===== config.mk =====
export PLATFORM = sky130hd
export DESIGN_NAME = inst_sram_ctrl
export DESIGN_NICKNAME = d
export VERILOG_FILES = /design/src/rtl/inst_sram_ctrl.sv
export SDC_FILE = /design/constraint.sdc
export NUM_CORES = 1
export LEC_CHECK = 0
export CAP_MARGIN = 20
export CORE_MARGIN = 2
export CORE_UTILIZATION = 41
export DETAILED_ROUTE_END_ITERATION = 10
export HOLD_SLACK_MARGIN = 0.12
export MAX_ROUTING_LAYER = met4
export PLACE_DENSITY = 0.69
export RECOVER_POWER = 25
export SLEW_MARGIN = 5
export SYNTH_ARGS = -nofsm -noshare
export SYNTH_HDL_FRONTEND = slang
export SYNTH_SLANG_ARGS = --single-unit

===== constraint.sdc =====
create_clock -name clk_i -period 2.7 [get_ports clk_i]
set_input_delay 0.54 -clock clk_i [delete_from_list [all_inputs] [get_ports clk_i]]
set_output_delay 0.54 -clock clk_i [all_outputs]
set_load 0.005 [all_outputs]

===== src/rtl/inst_sram_ctrl.sv =====
// Fetch-side instruction responder: one-entry address/data latch in front of an async SRAM.
// Hits and faults answer combinationally; a legal miss stalls for WAIT_CYCLES+1 cycles.
module inst_sram_ctrl #(
  parameter int unsigned WAIT_CYCLES = 2,
  parameter int unsigned ADDR_W      = 20,
  parameter logic [31:0] BASE        = 32'h80000000
) (
  input  logic              clk_i,
  input  logic              rst_i,
  input  logic [31:0]       im_addr_i,
  input  logic              im_inval_i,
  output logic [31:0]       im_data_o,
  output logic              im_stall_o,
  output logic              im_fault_o,
  output logic [ADDR_W-1:0] sram_addr_o,
  input  logic [31:0]       sram_data_i,
  output logic              sram_ce_n_o,
  output logic              sram_oe_n_o,
  output logic              sram_we_n_o,
  output logic [3:0]        sram_be_n_o
);

  typedef enum logic {IDLE, READ} state_e;

  localparam logic [32:0] WIN_SIZE = 33'd1 << (ADDR_W + 2);
  localparam logic [3:0]  CNT_INIT = 4'(WAIT_CYCLES - 1);

  state_e            state_q, state_d;
  logic [3:0]        cnt_q, cnt_d;
  logic              valid_q, valid_d;
  logic [31:0]       tag_q, tag_d;
  logic [31:0]       data_q, data_d;
  logic [31:0]       req_tag_q, req_tag_d;
  logic [ADDR_W-1:0] sram_addr_q, sram_addr_d;
  logic              ce_n_q, ce_n_d;
  logic              oe_n_q, oe_n_d;

  logic [32:0] off;
  logic        legal;
  logic        hit;

  // Addresses below BASE wrap to a huge 33-bit offset and fail the size test.
  assign off   = {1'b0, im_addr_i} - {1'b0, BASE};
  assign legal = (im_addr_i[1:0] == 2'b00) && (off < WIN_SIZE);
  assign hit   = legal && valid_q && (im_addr_i == tag_q) && (state_q == IDLE);

  assign im_fault_o  = ~legal;
  assign im_stall_o  = legal && ~hit;
  assign im_data_o   = legal ? data_q : 32'h00000000;

  assign sram_addr_o = sram_addr_q;
  assign sram_ce_n_o = ce_n_q;
  assign sram_oe_n_o = oe_n_q;
  assign sram_we_n_o = 1'b1;
  assign sram_be_n_o = 4'b0000;

  always_comb begin
    state_d     = state_q;
    cnt_d       = cnt_q;
    valid_d     = valid_q;
    tag_d       = tag_q;
    data_d      = data_q;
    req_tag_d   = req_tag_q;
    sram_addr_d = sram_addr_q;
    ce_n_d      = ce_n_q;
    oe_n_d      = oe_n_q;

    if (im_inval_i) valid_d = 1'b0;

    unique case (state_q)
      IDLE: begin
        if (legal && ~hit) begin
          state_d     = READ;
          req_tag_d   = im_addr_i;
          sram_addr_d = off[ADDR_W+1:2];
          ce_n_d      = 1'b0;
          oe_n_d      = 1'b0;
          cnt_d       = CNT_INIT;
        end
      end
      READ: begin
        if (cnt_q != 4'd0) begin
          cnt_d = cnt_q - 4'd1;
        end else begin
          // Data still lands on an invalidate; only the valid bit is held off.
          state_d = IDLE;
          data_d  = sram_data_i;
          tag_d   = req_tag_q;
          valid_d = ~im_inval_i;
          ce_n_d  = 1'b1;
          oe_n_d  = 1'b1;
        end
      end
      default: state_d = IDLE;
    endcase
  end

  always_ff @(posedge clk_i) begin
    if (rst_i) begin
      state_q     <= IDLE;
      cnt_q       <= 4'd0;
      valid_q     <= 1'b0;
      tag_q       <= 32'h0;
      data_q      <= 32'h0;
      req_tag_q   <= 32'h0;
      sram_addr_q <= '0;
      ce_n_q      <= 1'b1;
      oe_n_q      <= 1'b1;
    end else begin
      state_q     <= state_d;
      cnt_q       <= cnt_d;
      valid_q     <= valid_d;
      tag_q       <= tag_d;
      data_q      <= data_d;
      req_tag_q   <= req_tag_d;
      sram_addr_q <= sram_addr_d;
      ce_n_q      <= ce_n_d;
      oe_n_q      <= oe_n_d;
    end
  end

endmodule


; ---- Word level (Yosys, flattened, before mapping)
; Cells that the tools add are included.
; Widths: inputs -> output; s select.
[totals]
register_bits = 123
latchBits = 0
ramBits = 0
rom_bits = 0
input_bits = 67
memories = 0
[classes]
n_addsub = 2
multipliers = 0
div_mod_pow = 0
n_lt_le_gt_ge = 1
eq_ne = 4
shift = 0
muxes = 13
bitwise = 5
n_reduce_logical = 11
[op_table]
columns = cell, n
row1 = $lt 33x23->1 const B, 1
row2 = $sub 32x32->33 const B, 1
row3 = $eq 32x32->1, 1
row4 = $mux 32, 1
row5 = $mux 4, 2
row6 = $pmux 4 s2, 1
row7 = $reduce_and 2->1, 4
row8 = $mux 1, 7
row9 = $logic_and 1x1->1, 5
row10 = $not 1->1, 5
row11 = $ne 2x2->1 const B, 2
row12 = $pmux 1 s2, 2
row13 = $reduce_bool 4->1, 1
row14 = $sub 4x1->4 const B, 1
row15 = $logic_not 2->1, 1
row16 = $ne 2x1->1 const B, 1

; ---- Depth between registers and ports, before layout
; Gate-level depths: netlist (run 1).
[depth]
word_depth = 10
ltp_mapped = 8
depth_no_buf = 7

; ---- Worst setup path before layout (run 1)
; No wires, ideal clock.
[synth_path]
path_kind = input to output
start = input im_addr_i[31]
end = output im_stall_o
t_arrival_ps = 1774
slack_ps = 386
path_stages = 5
n_path_buf = 0
path_cell_list = xor2_1 or2_0 or4_4 o31ai_1 inv_1
[synth_via]
elab_chain_len = 8
elab_cells_between_ends = 9
cone_classes = add/sub: 1 / order compare: 1 / eq/ne: 1 / bitwise: 1 / reduce/logical: 5
[synth_lines]
columns = item, line_no
row1 = from (decl), 10  ; input logic [31:0] im_addr_i,
row2 = $sub 32x32->33, 43  ; assign off = {1'b0, im_addr_i} - {1'b0, BASE};
row3 = $lt 33x23->1, 44  ; assign legal = (im_addr_i[1:0] == 2'b00) && (off < WIN_SIZE);
row4 = $logic_and 1x1->1, 44
row5 = $logic_and 1x1->1 (3 in series), 45  ; assign hit = legal && valid_q && (im_addr_i == tag_q) && (state_q == IDLE);
row6 = $not 1->1, 48  ; assign im_stall_o = legal && ~hit;
row7 = $logic_and 1x1->1 *, 48
row8 = to (decl), 13  ; output logic im_stall_o,
; Every way passes the cells marked *; elsewhere a longest branch is shown, timed or not.

; ---- Final worst setup path (run 1)
[layout_path]
start = input im_addr_i[26]
end = output im_data_o[29]
[layout_via]
elab_chain_len = 4
[layout_lines]
columns = item, line_no
row1 = $sub 32x32->33, 43
row2 = $lt 33x23->1, 44
row3 = $logic_and 1x1->1, 44
row4 = $mux 32, 49  ; assign im_data_o = legal ? data_q : 32'h00000000;
row5 = to (decl), 12  ; output logic [31:0] im_data_o,
; No other way between the ends.

==> results of run 1 <==
worst register-to-register path, delay by kind of cell (launching register included):
family	cells	cell delay (ns)
buffers and inverters	2	0.46
and+or+nand+nor	3	1.31
AOI/OAI and AO/OA	1	0.15
adders and majority gates	1	0.18
DFF	1	0.33
worst max-delay path by stage:
stage                          to  slack, ns  cells past startpoint
finish              im_data_o[29]       0.03                      8
CTS                    im_stall_o      -0.12                      7
detailed placement     im_stall_o      -0.72                      7
global placement       im_stall_o      -0.73                      7
global route           im_stall_o      -0.03                      8
floorplan              im_stall_o       0.39                      5
synth_stat cells, types with 2 or more instances:
cell type / count / area share (%)
nand2_1: 131 / 9.8
dfxtp_1: 103 / 41
a21oi_1: 67 / 6.7
clkbuf_1: 41 / 3.1
and2_1: 32 / 4.0
nand4_1: 28 / 3.5
buf_4: 26 / 3.9
nand3_1: 22 / 2.2
a22oi_1: 20 / 3.0
nor2b_1: 20 / 2.5
nor3b_1: 20 / 3.0
xor2_1: 19 / 3.3
xnor2_1: 16 / 2.8
and3_1: 12 / 1.5
o21ai_1: 12 / 1.2
o21ai_0: 10 / 1.0
nor4_1: 7 / 0.87
inv_1: 6 / 0.45
buf_2: 5 / 0.50
nor2_1: 5 / 0.37
nor3_1: 4 / 0.40
buf_6: 2 / 0.45
conb_1: 2 / 0.15
ha_1: 2 / 0.50
nor3_2: 2 / 0.40
registers in the layout, indices dropped and copies added, names as in the netlist:
name and flops:
state_q 1, req_tag_q 32, valid_q 1, data_q 32, sram_oe_n_o 1, tag_q 32, cnt_q 4
metal layers:
metal  GRT usage (%)  vias to the layer above  routed length (µm)
met3           3.441                       22                 868
met2           37.67                      172                7121
met4           9.512                        0                 297
met1           28.94                     2246                6416
met5               -                        -                   0
li1                -                     2347                   -
cell type report:
class / count / area (µm²) / area share (%)
timing repair buffer: 171 / 1637 / 23.60
antenna: 1 / 2.502 / 0.03608
sequential: 103 / 2062 / 29.73
tap: 147 / 183.9 / 2.652
inverter: 6 / 22.52 / 0.3247
clock buffer: 9 / 225.2 / 3.247
clock inverter: 7 / 102.6 / 1.479
multi-input combinational: 452 / 2700 / 38.93
power by group:
group	switching [µW]	internal [µW]
Clock	616	827
Sequential	0.123	1520
Combinational	92.4	115
through the flow:
step                setup TNS, ns  std cells  util (%)  hold slack, ns
floorplan                       0        636         -          0.4274
global placement           -20.09        868     53.65          0.4365
detailed placement         -23.36        868     53.65          0.4434
CTS                       -0.1153        892     57.98          0.4531
global route              -0.3173        896     57.98          0.4662
finish                          0        896     57.98          0.4538
cells by family after synthesis:
logic type,count (synthesis),share of synthesized area (%)
compound gates,116,13.26
xor+xnor,35,6.116
other cells,2,0.1498
simple gates,293,30.21
buf+inv,81,8.437
fa+ha+maj,2,0.4992
mux,1,0.1997
flops,103,41.14
what timing repair did:
item | CTS | global route
gates cloned | 2 | 0
gates resized for setup | 99 | 37
endpoints found under the setup margin | 34 | 18
pin swaps | 15 | 14
setup buffers | 6 | 3
==> summary.txt, run 1 <==
Global route
  – Overall Global Routing Usage: 23.20%
  – Number of global-route vias before repair: 4811
  – First-pass GRT wire length: 23590 µm
  – Largest net degree at the start of global routing: 48
  – Congestion Overflow GR: 0
  – Initial antenna violation count: 1

Clock network
  – Sink Count: 103
  – Clk root buf: clkbuf_16
  – H-tree level count: 3
  – Clock-pin slew on the worst setup and hold paths: 0.07 ns
  – Total CTS buffers: 9
  – Clock latency on the worst-skew pair: 0.35 ns
  – CTS tree: done
  – Post-CTS Hold Buffers: 0
  – Max clock buf depth: 2

Die
  – I/O pin cnt: 128
  – Initial Util: 41.90%
  – Die area: 0.01313 mm²
  – Die W: 114.6 µm
  – # rows: 40
  – Die height: 114.6 µm
  – Core area: 0.01196 mm²

Critical path
  – Crit path top cell by count: buf_4
  – Critical path's slowest cell: nor4b_4
  – Reg2reg setup slack: 0.21 ns
  – CP startpoint: im_addr_i[26]
  – CP Class: in2out
  – RR Startpoint: cnt_q[0]
  – CP bufs+invs: 5
  – Reg2reg end: data_q[19]
  – Crit path cell chain: clkdlybuf4s15_2 -> buf_4 -> nor4b_4 -> and3_4 -> buf_4 -> bufbuf_16 -> and2_1 -> clkdlybuf4s15_1
  – Max incr delay on CP: 0.29 ns
  – FF-to-FF path depth: 7
  – Worst Path Arrival: 2.13 ns
  – Crit. End Element: primary output
  – Required @ worst endpoint: 2.16 ns
  – Critical Path Source Type: input pin
  – Crit-path leading delay family: buffers and inverters
  – Critical path peak fanout: 8

Worst hold path
  – Min-Delay Endpoint: tag_q[30]
  – Hold Crit Depth: 2
  – HP Start: req_tag_q[30]
  – Hold/Removal Path Class: reg2reg

Synth
  – Ys flop type: dfxtp_1
  – Mapped Cells: 633
  – Async set-reset flop share out of synthesis: 0%
  – Synth warn: 0
  – Flops & latches, synth: 103
  – Sequential element share of the synthesized area: 41.14%
  – Synth Area per Inst: 7.918 µm²
  – Post-Syn Area: 0.005012 mm²
  – Library cells used by synthesis: 44
  – Post-synth EDFFs: 0

Drt
  – Vias per cell: 5.343
  – Vias: 4787
  – Drt drc: 0
  – 1st-pass router iterations: 4
  – Iteration-0 DRC Markers: 256
  – WL/cell: 16.41 µm
  – Final ANT Viol Nets: 0
  – Total Wirelength: 14700 µm

Power and ir drop
  – VDD IR max: 261.8 µV
  – Pwr dens: 456.8 mW/mm²
  – P_leak: 0.002776 µW
  – Tot Pwr: 3168 µW

Placed design
  – Hpwl dp: 9403 µm
  – GPL Wtd Cong: 0.8509
  – Post-placement setup slack: -0.7211 ns
  – IO buf count: 122
  – DP Area: 0.006417 mm²

Finish
  – Area added between synthesis and finish: 38.37%
  – Design area: 0.006935 mm²
  – Share of cells above drive strength 1: 14.57%
  – Most common cell after layout, fill and taps aside: nand2_1
  – Nets: 812
  – Fill cells: 1075
  – Commonest cells after routing, fill and taps aside: nand2_1 (131), dfxtp_1 (103), a21oi_1 (67)

Outcome
  – Status: finished, final reports clean

STA
  – FMAX: 374.7 MHz
  – Worst Tran Pin Value: 0.9251 ns
  – Final setup viols: 0
  – RSZ-0062 raised after global routing: true
  – Final Hold Fails: 0
  – Final Max Tran Viols: 0
  – Skew final: 0.008009 ns
  – Tcrit/Tclk final: 98.83%
  – Fin worst setup slack: 0.03149 ns
  – Relative slew slack: 38.10%
  – Fin crit period: 2.669 ns

Flow run
  – Maxcap violations: 0
No activity file was read; power rests on OpenSTA's default activity.
==> run 2: changes to the inputs <==
==> constraint.sdc (replaced) <==
create_clock -name clk_i -period 2.6 [get_ports clk_i]
set_input_delay 0.52 -clock clk_i [delete_from_list [all_inputs] [get_ports clk_i]]
set_output_delay 0.52 -clock clk_i [all_outputs]
set_load 0.005 [all_outputs]
==> run 2 against run 1 <==
  * Critical path depth is 1 higher
  * Combinational power is 3% higher
  * Core utilization is 0.55 points lower
  * Design area is 0.96% lower
  * Global-route usage is 0.35 points lower
  * Total power is 1.1% lower
  * Sequential cell count stayed put
  * Wire length is 1.8% lower
  * Via count is 0.48% higher
  * Setup slack better by 0.012 ns
  * Die area stayed put
  * Cell count is 0.56% higher
  * Critical path type unchanged
  * Critical endpoint is now im_data_o[28]
==> summary.txt, run 2 (synthesized netlist as in run 1, its figures left out) <==
Drt
  – Total Wirelength: 14440 µm (was 14700 µm)
  – Drt drc: 0 (unchanged)
  – 1st-pass router iterations: 7 (was 4)
  – Final ANT Viol Nets: 0 (unchanged)
  – Vias: 4810 (was 4787)
  – Vias per cell: 5.339 (was 5.343)
  – Iteration-0 DRC Markers: 275 (was 256)
  – WL/cell: 16.03 µm (was 16.41 µm)

Clock network
  – CTS tree: done (unchanged)
  – Sink Count: 103 (unchanged)
  – Total CTS buffers: 9 (unchanged)
  – Clk root buf: clkbuf_16 (unchanged)
  – Post-CTS Hold Buffers: 0 (unchanged)
  – Clock-pin slew on the worst setup and hold paths: 0.07 ns (about the same)
  – Max clock buf depth: 2 (unchanged)
  – H-tree level count: 3 (unchanged)
  – Clock latency on the worst-skew pair: 0.34 ns (was 0.35 ns)

Critical path
  – FF-to-FF path depth: 7 (unchanged)
  – Critical path peak fanout: 8 (unchanged)
  – Worst Path Arrival: 2.04 ns (was 2.13 ns)
  – Required @ worst endpoint: 2.08 ns (was 2.16 ns)
  – Reg2reg setup slack: 0.27 ns (was 0.21 ns)
  – CP Class: in2out (unchanged)
  – RR Startpoint: cnt_q[0] (unchanged)
  – Reg2reg end: valid_q (was data_q[19])
  – Critical Path Source Type: input pin (unchanged)
  – Crit. End Element: primary output (unchanged)

Placed design
  – DP Area: 0.006445 mm² (was 0.006417 mm²)
  – IO buf count: 122 (unchanged)
  – Hpwl dp: 9557 µm (was 9403 µm)
  – GPL Wtd Cong: 0.8370 (was 0.8509)
  – Cells after DPL: 875 (was 868)

Outcome
  – Status: finished, final reports clean (unchanged)

Global route
  – First-pass GRT wire length: 23220 µm (was 23590 µm)
  – Congestion Overflow GR: 0 (unchanged)
  – Largest net degree at the start of global routing: 48 (unchanged)
  – Overall Global Routing Usage: 22.85% (was 23.20%)
  – Initial antenna violation count: 0 (was 1)
  – Number of global-route vias before repair: 4697 (was 4811)

Finish
  – Largest regs: data_q x32, req_tag_q x32, tag_q x32 (unchanged)
  – Area added between synthesis and finish: 37.04% (was 38.37%)
  – Share of cells above drive strength 1: 17.37% (was 14.57%)
  – Fin util: 57.43% (was 57.98%)
  – Nets: 819 (was 812)
  – Commonest cells after routing, fill and taps aside: nand2_1 (131), dfxtp_1 (102), a21oi_1 (67) (was nand2_1 (131), dfxtp_1 (103), a21oi_1 (67))
  – Design area: 0.006869 mm² (was 0.006935 mm²)
  – Most common cell after layout, fill and taps aside: nand2_1 (unchanged)
  – N_diodes: 0 (was 1)
  – Non-Filler Instances: 901 (was 896)

Die
  – Initial Util: 41.90% (unchanged)
  – # rows: 40 (unchanged)
  – Die W: 114.6 µm (unchanged)
  – Die area: 0.01313 mm² (unchanged)
  – Core area: 0.01196 mm² (unchanged)
  – Die height: 114.6 µm (unchanged)
  – I/O pin cnt: 128 (unchanged)

STA
  – Fin crit period: 2.557 ns
  – Relative slew slack: 54.35% (was 38.10%)
  – Final Hold Fails: 0 (unchanged)
  – FMAX: 391.2 MHz
  – Final Max Tran Viols: 0 (unchanged)
  – Skew final: 0.01276 ns (was 0.008009 ns)
  – Final setup viols: 0 (unchanged)
  – Tcrit/Tclk final: 98.33%
  – Worst Tran Pin Value: 0.6847 ns (was 0.9251 ns)
  – Setup TNS: 0 ns (unchanged)
  – RSZ-0062 raised after global routing: true (unchanged)

Power and ir drop
  – Pwr dens: 456.4 mW/mm² (was 456.8 mW/mm²)
  – VDD IR max: 403.5 µV (was 261.8 µV)
  – Tot Pwr: 3135 µW (was 3168 µW)
  – P_leak: 0.002799 µW (was 0.002776 µW)

Worst hold path
  – Hold Crit Depth: 2 (unchanged)
  – Min-Delay Endpoint: data_q[12] (was tag_q[30])
  – HP Start: data_q[12] (was req_tag_q[30])
  – Hold/Removal Path Class: reg2reg (unchanged)

Flow run
  – Maxcap violations: 0 (unchanged)
run 2: worst max path at each step:
stage | to | slack (ns) | cells past startpoint | startpoint
2_1_floorplan | im_stall_o | 0.33 | 5 | im_addr_i[31]
3_3_place_gp | im_stall_o | -0.70 | 8 | im_addr_i[31]
3_5_place_dp | im_stall_o | -0.72 | 8 | im_addr_i[21]
4_1_cts | im_stall_o | -0.26 | 9 | im_addr_i[20]
5_1_grt | im_stall_o | -0.009 | 7 | tag_q[14]
6_report | im_data_o[28] | 0.04 | 9 | im_addr_i[22]
run 2: cell type report:
class / count / area (µm²)
clock buffers: 12 / 246.5
clock inverters: 3 / 43.79
fillers: 1071 / 5092
inverters: 6 / 22.52
multi-input cells: 452 / 2705
flip-flops and latches: 103 / 2063
well taps: 147 / 183.9
repair buffers: 178 / 1604
run 2: worst max-delay path, cell delays in order:
cell	delay, ns
clkdlybuf4s15_2	0.21
nor4_2	0.27
buf_4	0.16
and3_4	0.19
buf_6	0.11
buf_4	0.09
bufbuf_16	0.24
and2_1	0.12
buf_2	0.12
run 2: per-stage QoR:
step	hold slack [ns]	setup slack, ns
final	0.4522	0.04343
after global routing	0.4637	-0.009270
after CTS	0.4540	-0.2590
after detailed placement	0.4404	-0.7224
after global placement	0.4346	-0.7000
after floorplan	0.4274	0.3260
run 2: per-layer routing:
layer  global-route usage, %  wire length (µm)
met1                   29.30              6251
met2                   37.08              6984
met3                   3.917               920
met4                   6.667               286
met5                       -                 0
run 2: power by group:
group          leakage, µW  total [µW]  switching [µW]  internal, µW
clock             0.000143        1340             575           769
combinational      0.00183         214            95.4           119
sequential        0.000830        1580           0.133          1580
run 2: timing repair:
item / CTS / global route
buffers inserted: 7 / 3
gates resized for setup: 129 / 41
gates cloned: 2 / 0
pin swaps: 16 / 14
setup endpoints to repair: 45 / 19
==> run 3: changes to the inputs <==
--- a/config.mk
+++ b/config.mk
@@ -6,13 +6,14 @@
 export NUM_CORES = 1
 export LEC_CHECK = 0
 export CAP_MARGIN = 20
-export CORE_MARGIN = 2
+export CORE_ASPECT_RATIO = 1.5
 export CORE_UTILIZATION = 41
 export DETAILED_ROUTE_END_ITERATION = 10
 export HOLD_SLACK_MARGIN = 0.12
 export MAX_ROUTING_LAYER = met4
 export PLACE_DENSITY = 0.69
 export RECOVER_POWER = 25
+export REMOVE_ABC_BUFFERS = 1
 export SLEW_MARGIN = 5
 export SYNTH_ARGS = -nofsm -noshare
 export SYNTH_HDL_FRONTEND = slang
==> run 3 against run 2 <==
  * The flow now finishes with violations (DRC)
  * Core utilization is 0.61 points higher
  * Total power is 3.8% higher
  * Critical path depth is 2 lower
  * Fmax is 0.77% lower
  * Register-to-register slack better by 0.06 ns
  * Sequential power hardly changed
  * Global-route usage is 0.80 points higher
  * Wire length is 1.2% lower
  * Cell count is 1.0% higher
  * Die area is 3.4% lower
  * Critical endpoint is now im_stall_o
  * Highest routed layer unchanged
==> summary.txt, run 3 (synthesized netlist as in run 1, its figures left out) <==
Critical path
  – CP bufs+invs: 3 (was 6)
  – Required @ worst endpoint: 2.08 ns (about the same)
  – Worst Path Arrival: 2.06 ns (was 2.04 ns)
  – Max incr delay on CP: 0.55 ns (was 0.27 ns)
  – Critical path's slowest cell: or4_4 (was nor4_2)
  – Critical Path Source Type: input pin (unchanged)
  – Critical path peak fanout: 2 (was 8)
  – CP startpoint: im_addr_i[5] (was im_addr_i[22])
  – Crit path cell chain: dlygate4sd2_1 -> xnor2_2 -> nand4_1 -> or4_4 -> o31ai_4 -> inv_1 -> buf_2 (was clkdlybuf4s15_2 -> nor4_2 -> buf_4 -> and3_4 -> buf_6 -> buf_4 -> bufbuf_16 -> and2_1 -> buf_2)
  – Reg2reg setup slack: 0.33 ns (was 0.27 ns)
  – Reg2reg end: tag_q[22] (was valid_q)
  – Crit. End Element: primary output (unchanged)
  – Crit-path leading delay family: simple AND/OR/NAND/NOR gates (was buffers and inverters)
  – FF-to-FF path depth: 7 (unchanged)
  – RR Startpoint: cnt_q[0] (unchanged)
  – CP Class: in2out (unchanged)
  – CP Depth: 7 (was 9)
  – Crit path capture: im_stall_o (was im_data_o[28])

Drt
  – Total Wirelength: 14270 µm (was 14440 µm)
  – Routed met1 length: 5707 µm (was 6251 µm)
  – Top sig layer: met4 (unchanged)
  – Vias per cell: 5.280 (was 5.339)
  – 1st-pass router iterations: 7 (unchanged)
  – WL/cell: 15.68 µm (was 16.03 µm)
  – Met2 Wirelength: 7620 µm (was 6984 µm)
  – Iteration-0 DRC Markers: 221 (was 275)
  – Final ANT Viol Nets: 0 (unchanged)
  – Drt drc: 2 (was 0)
  – Vias: 4805 (was 4810)
  – Met3 WL: 723 µm (was 920 µm)

Power and ir drop
  – Pwr dens: 469.0 mW/mm² (was 456.4 mW/mm²)
  – P_leak: 0.002803 µW (was 0.002799 µW)
  – Tot Pwr: 3254 µW (was 3135 µW)
  – VDD IR max: 320.4 µV (was 403.5 µV)

Clock network
  – Post-CTS Hold Buffers: 0 (unchanged)
  – Total CTS buffers: 9 (unchanged)
  – Clock latency on the worst-skew pair: 0.34 ns (about the same)
  – CTS tree: done (unchanged)
  – Sink Count: 103 (unchanged)
  – Clock-pin slew on the worst setup and hold paths: 0.06 ns (was 0.07 ns)
  – Max clock buf depth: 2 (unchanged)
  – H-tree level count: 3 (unchanged)
  – Clk root buf: clkbuf_16 (unchanged)

Worst hold path
  – Hold/Removal Path Class: reg2reg (unchanged)

Global route
  – First-pass GRT wire length: 23160 µm (was 23220 µm)
  – Overall Global Routing Usage: 23.65% (was 22.85%)
  – Initial antenna violation count: 1 (was 0)
  – Number of global-route vias before repair: 4785 (was 4697)
  – Congestion Overflow GR: 0 (unchanged)
  – Largest net degree at the start of global routing: 63 (was 48)

STA
  – Relative slew slack: 57.87% (was 54.35%)
  – Tcrit/Tclk final: 99.09% (was 98.33%)
  – RSZ-0062 raised after global routing: true (unchanged)
  – FMAX: 388.1 MHz (was 391.2 MHz)
  – Final Max Tran Viols: 0 (unchanged)
  – Worst Tran Pin Value: 0.6320 ns (was 0.6847 ns)
  – Skew final: 0.008107 ns (was 0.01276 ns)
  – Final setup viols: 0 (unchanged)
  – Fin crit period: 2.576 ns (was 2.557 ns)
  – Final Hold Fails: 0 (unchanged)

Finish
  – Share of cells above drive strength 1: 16.93% (was 17.37%)
  – Area added between synthesis and finish: 38.42% (was 37.04%)
  – Nets: 820 (was 819)
  – Fill cells: 1094 (was 1071)
  – FF/Latch Area: 0.002063 mm² (unchanged)
  – Most common cell after layout, fill and taps aside: nand2_1 (unchanged)
  – Non-Filler Instances: 910 (was 901)
  – Multi-input combinational cell area: 0.002720 mm² (was 0.002705 mm²)
  – Commonest cells after routing, fill and taps aside: nand2_1 (131), dfxtp_1 (102), a21oi_1 (67) (unchanged)
  – Largest regs: data_q x32, req_tag_q x32, tag_q x32 (unchanged)

Outcome
  – Failing checks: DRC
  – Status: finished, violations left (was finished, final reports clean)

Die
  – Die area: 0.01268 mm² (was 0.01313 mm²)
  – Initial Util: 41.93% (was 41.90%)
  – I/O pin cnt: 128 (unchanged)
  – Die height: 137.4 µm (was 114.6 µm)
  – Die W: 92.28 µm (was 114.6 µm)
  – # rows: 49 (was 40)
  – Core area: 0.01196 mm² (about the same)

Placed design
  – Hpwl dp: 9404 µm (was 9557 µm)
  – Cells after DPL: 884 (was 875)
  – GPL Wtd Cong: 0.9262 (was 0.8370)
  – IO buf count: 122 (unchanged)

Flow run
  – Maxcap violations: 0 (unchanged)
==> run 3: changes by cell type in the layout (fill, tap and decap cells not counted), moves of 2 or more <==
cell,delta
buf_2,-10
dlygate4sd2_1,+10
clkbuf_2,+5
clkdlybuf4s15_2,-3
nor4_1,-3
buf_12,+2
clkbuf_1,-2
clkinv_2,+2
dlymetal6s2s_1,-2
nor4_2,+2
==> run 3: layout make-up <==
| cell class | count | share of cell area (%) |
|---|---|---|
| Tap cell | 153 | 2.759 |
| Clock buffer | 10 | 3.445 |
| Multi-Input combinational cell | 452 | 39.21 |
| Antenna cell | 1 | 0.03607 |
| Clock inverter | 6 | 1.208 |
| Inverter | 6 | 0.3246 |
| Timing Repair Buffer | 179 | 23.28 |
| Sequential cell | 103 | 29.74 |
==> run 3: worst min path at each step <==
stage / endpoint / start / cells past startpoint / slack [ns]
6_report: data_q[14] / data_q[14] / 2 / 0.45
5_1_grt: data_q[14] / data_q[14] / 2 / 0.47
4_1_cts: data_q[14] / data_q[14] / 2 / 0.45
3_5_place_dp: tag_q[27] / req_tag_q[27] / 2 / 0.44
3_3_place_gp: data_q[22] / data_q[22] / 2 / 0.44
2_1_floorplan: tag_q[0] / req_tag_q[0] / 2 / 0.42
==> run 3: worst register-to-register path: stages, from the launching register on <==
cell	delay, ns
dfxtp_1	0.35
inv_1	0.12
ha_1	0.17
or3b_2	0.49
nor2_1	0.15
clkbuf_4	0.57
nand2_1	0.16
a21oi_1	0.19
==> run 3: metal layers <==
layer  vias up  GRT usage (%)
met3        19          4.194
met5         -              -
li1       2352              -
met1      2285          26.47
met2       149          41.96
met4         0          8.767
==> run 3: what timing repair did <==
item | CTS | global route
pin swaps | 16 | 15
resized for setup | 92 | 54
setup buffers | 8 | 1
setup endpoints to repair | 46 | 31
cloned | 1 | 0
==> run 3: metrics by stage <==
step | utilization [%] | hold slack (ns) | TNS, ns | setup slack [ns] | area (µm²)
after floorplan | - | 0.4213 | -53.54 | -0.7848 | 4623
after global placement | 54.26 | 0.4393 | -25.69 | -0.6695 | 6487
after detailed placement | 54.26 | 0.4398 | -27.36 | -0.6936 | 6487
after CTS | 58.36 | 0.4532 | -0.2493 | -0.2493 | 6977
after global routing | 58.03 | 0.4662 | -0.08069 | -0.08069 | 6938
final | 58.03 | 0.4481 | 0 | 0.02365 | 6938
==> run 3: power breakdown <==
part           internal, µW  leakage (µW)  switching (µW)
clock                   867      0.000162             592
combinational           124       0.00181            94.2
sequential             1580      0.000830           0.125
total                  2570       0.00280             686
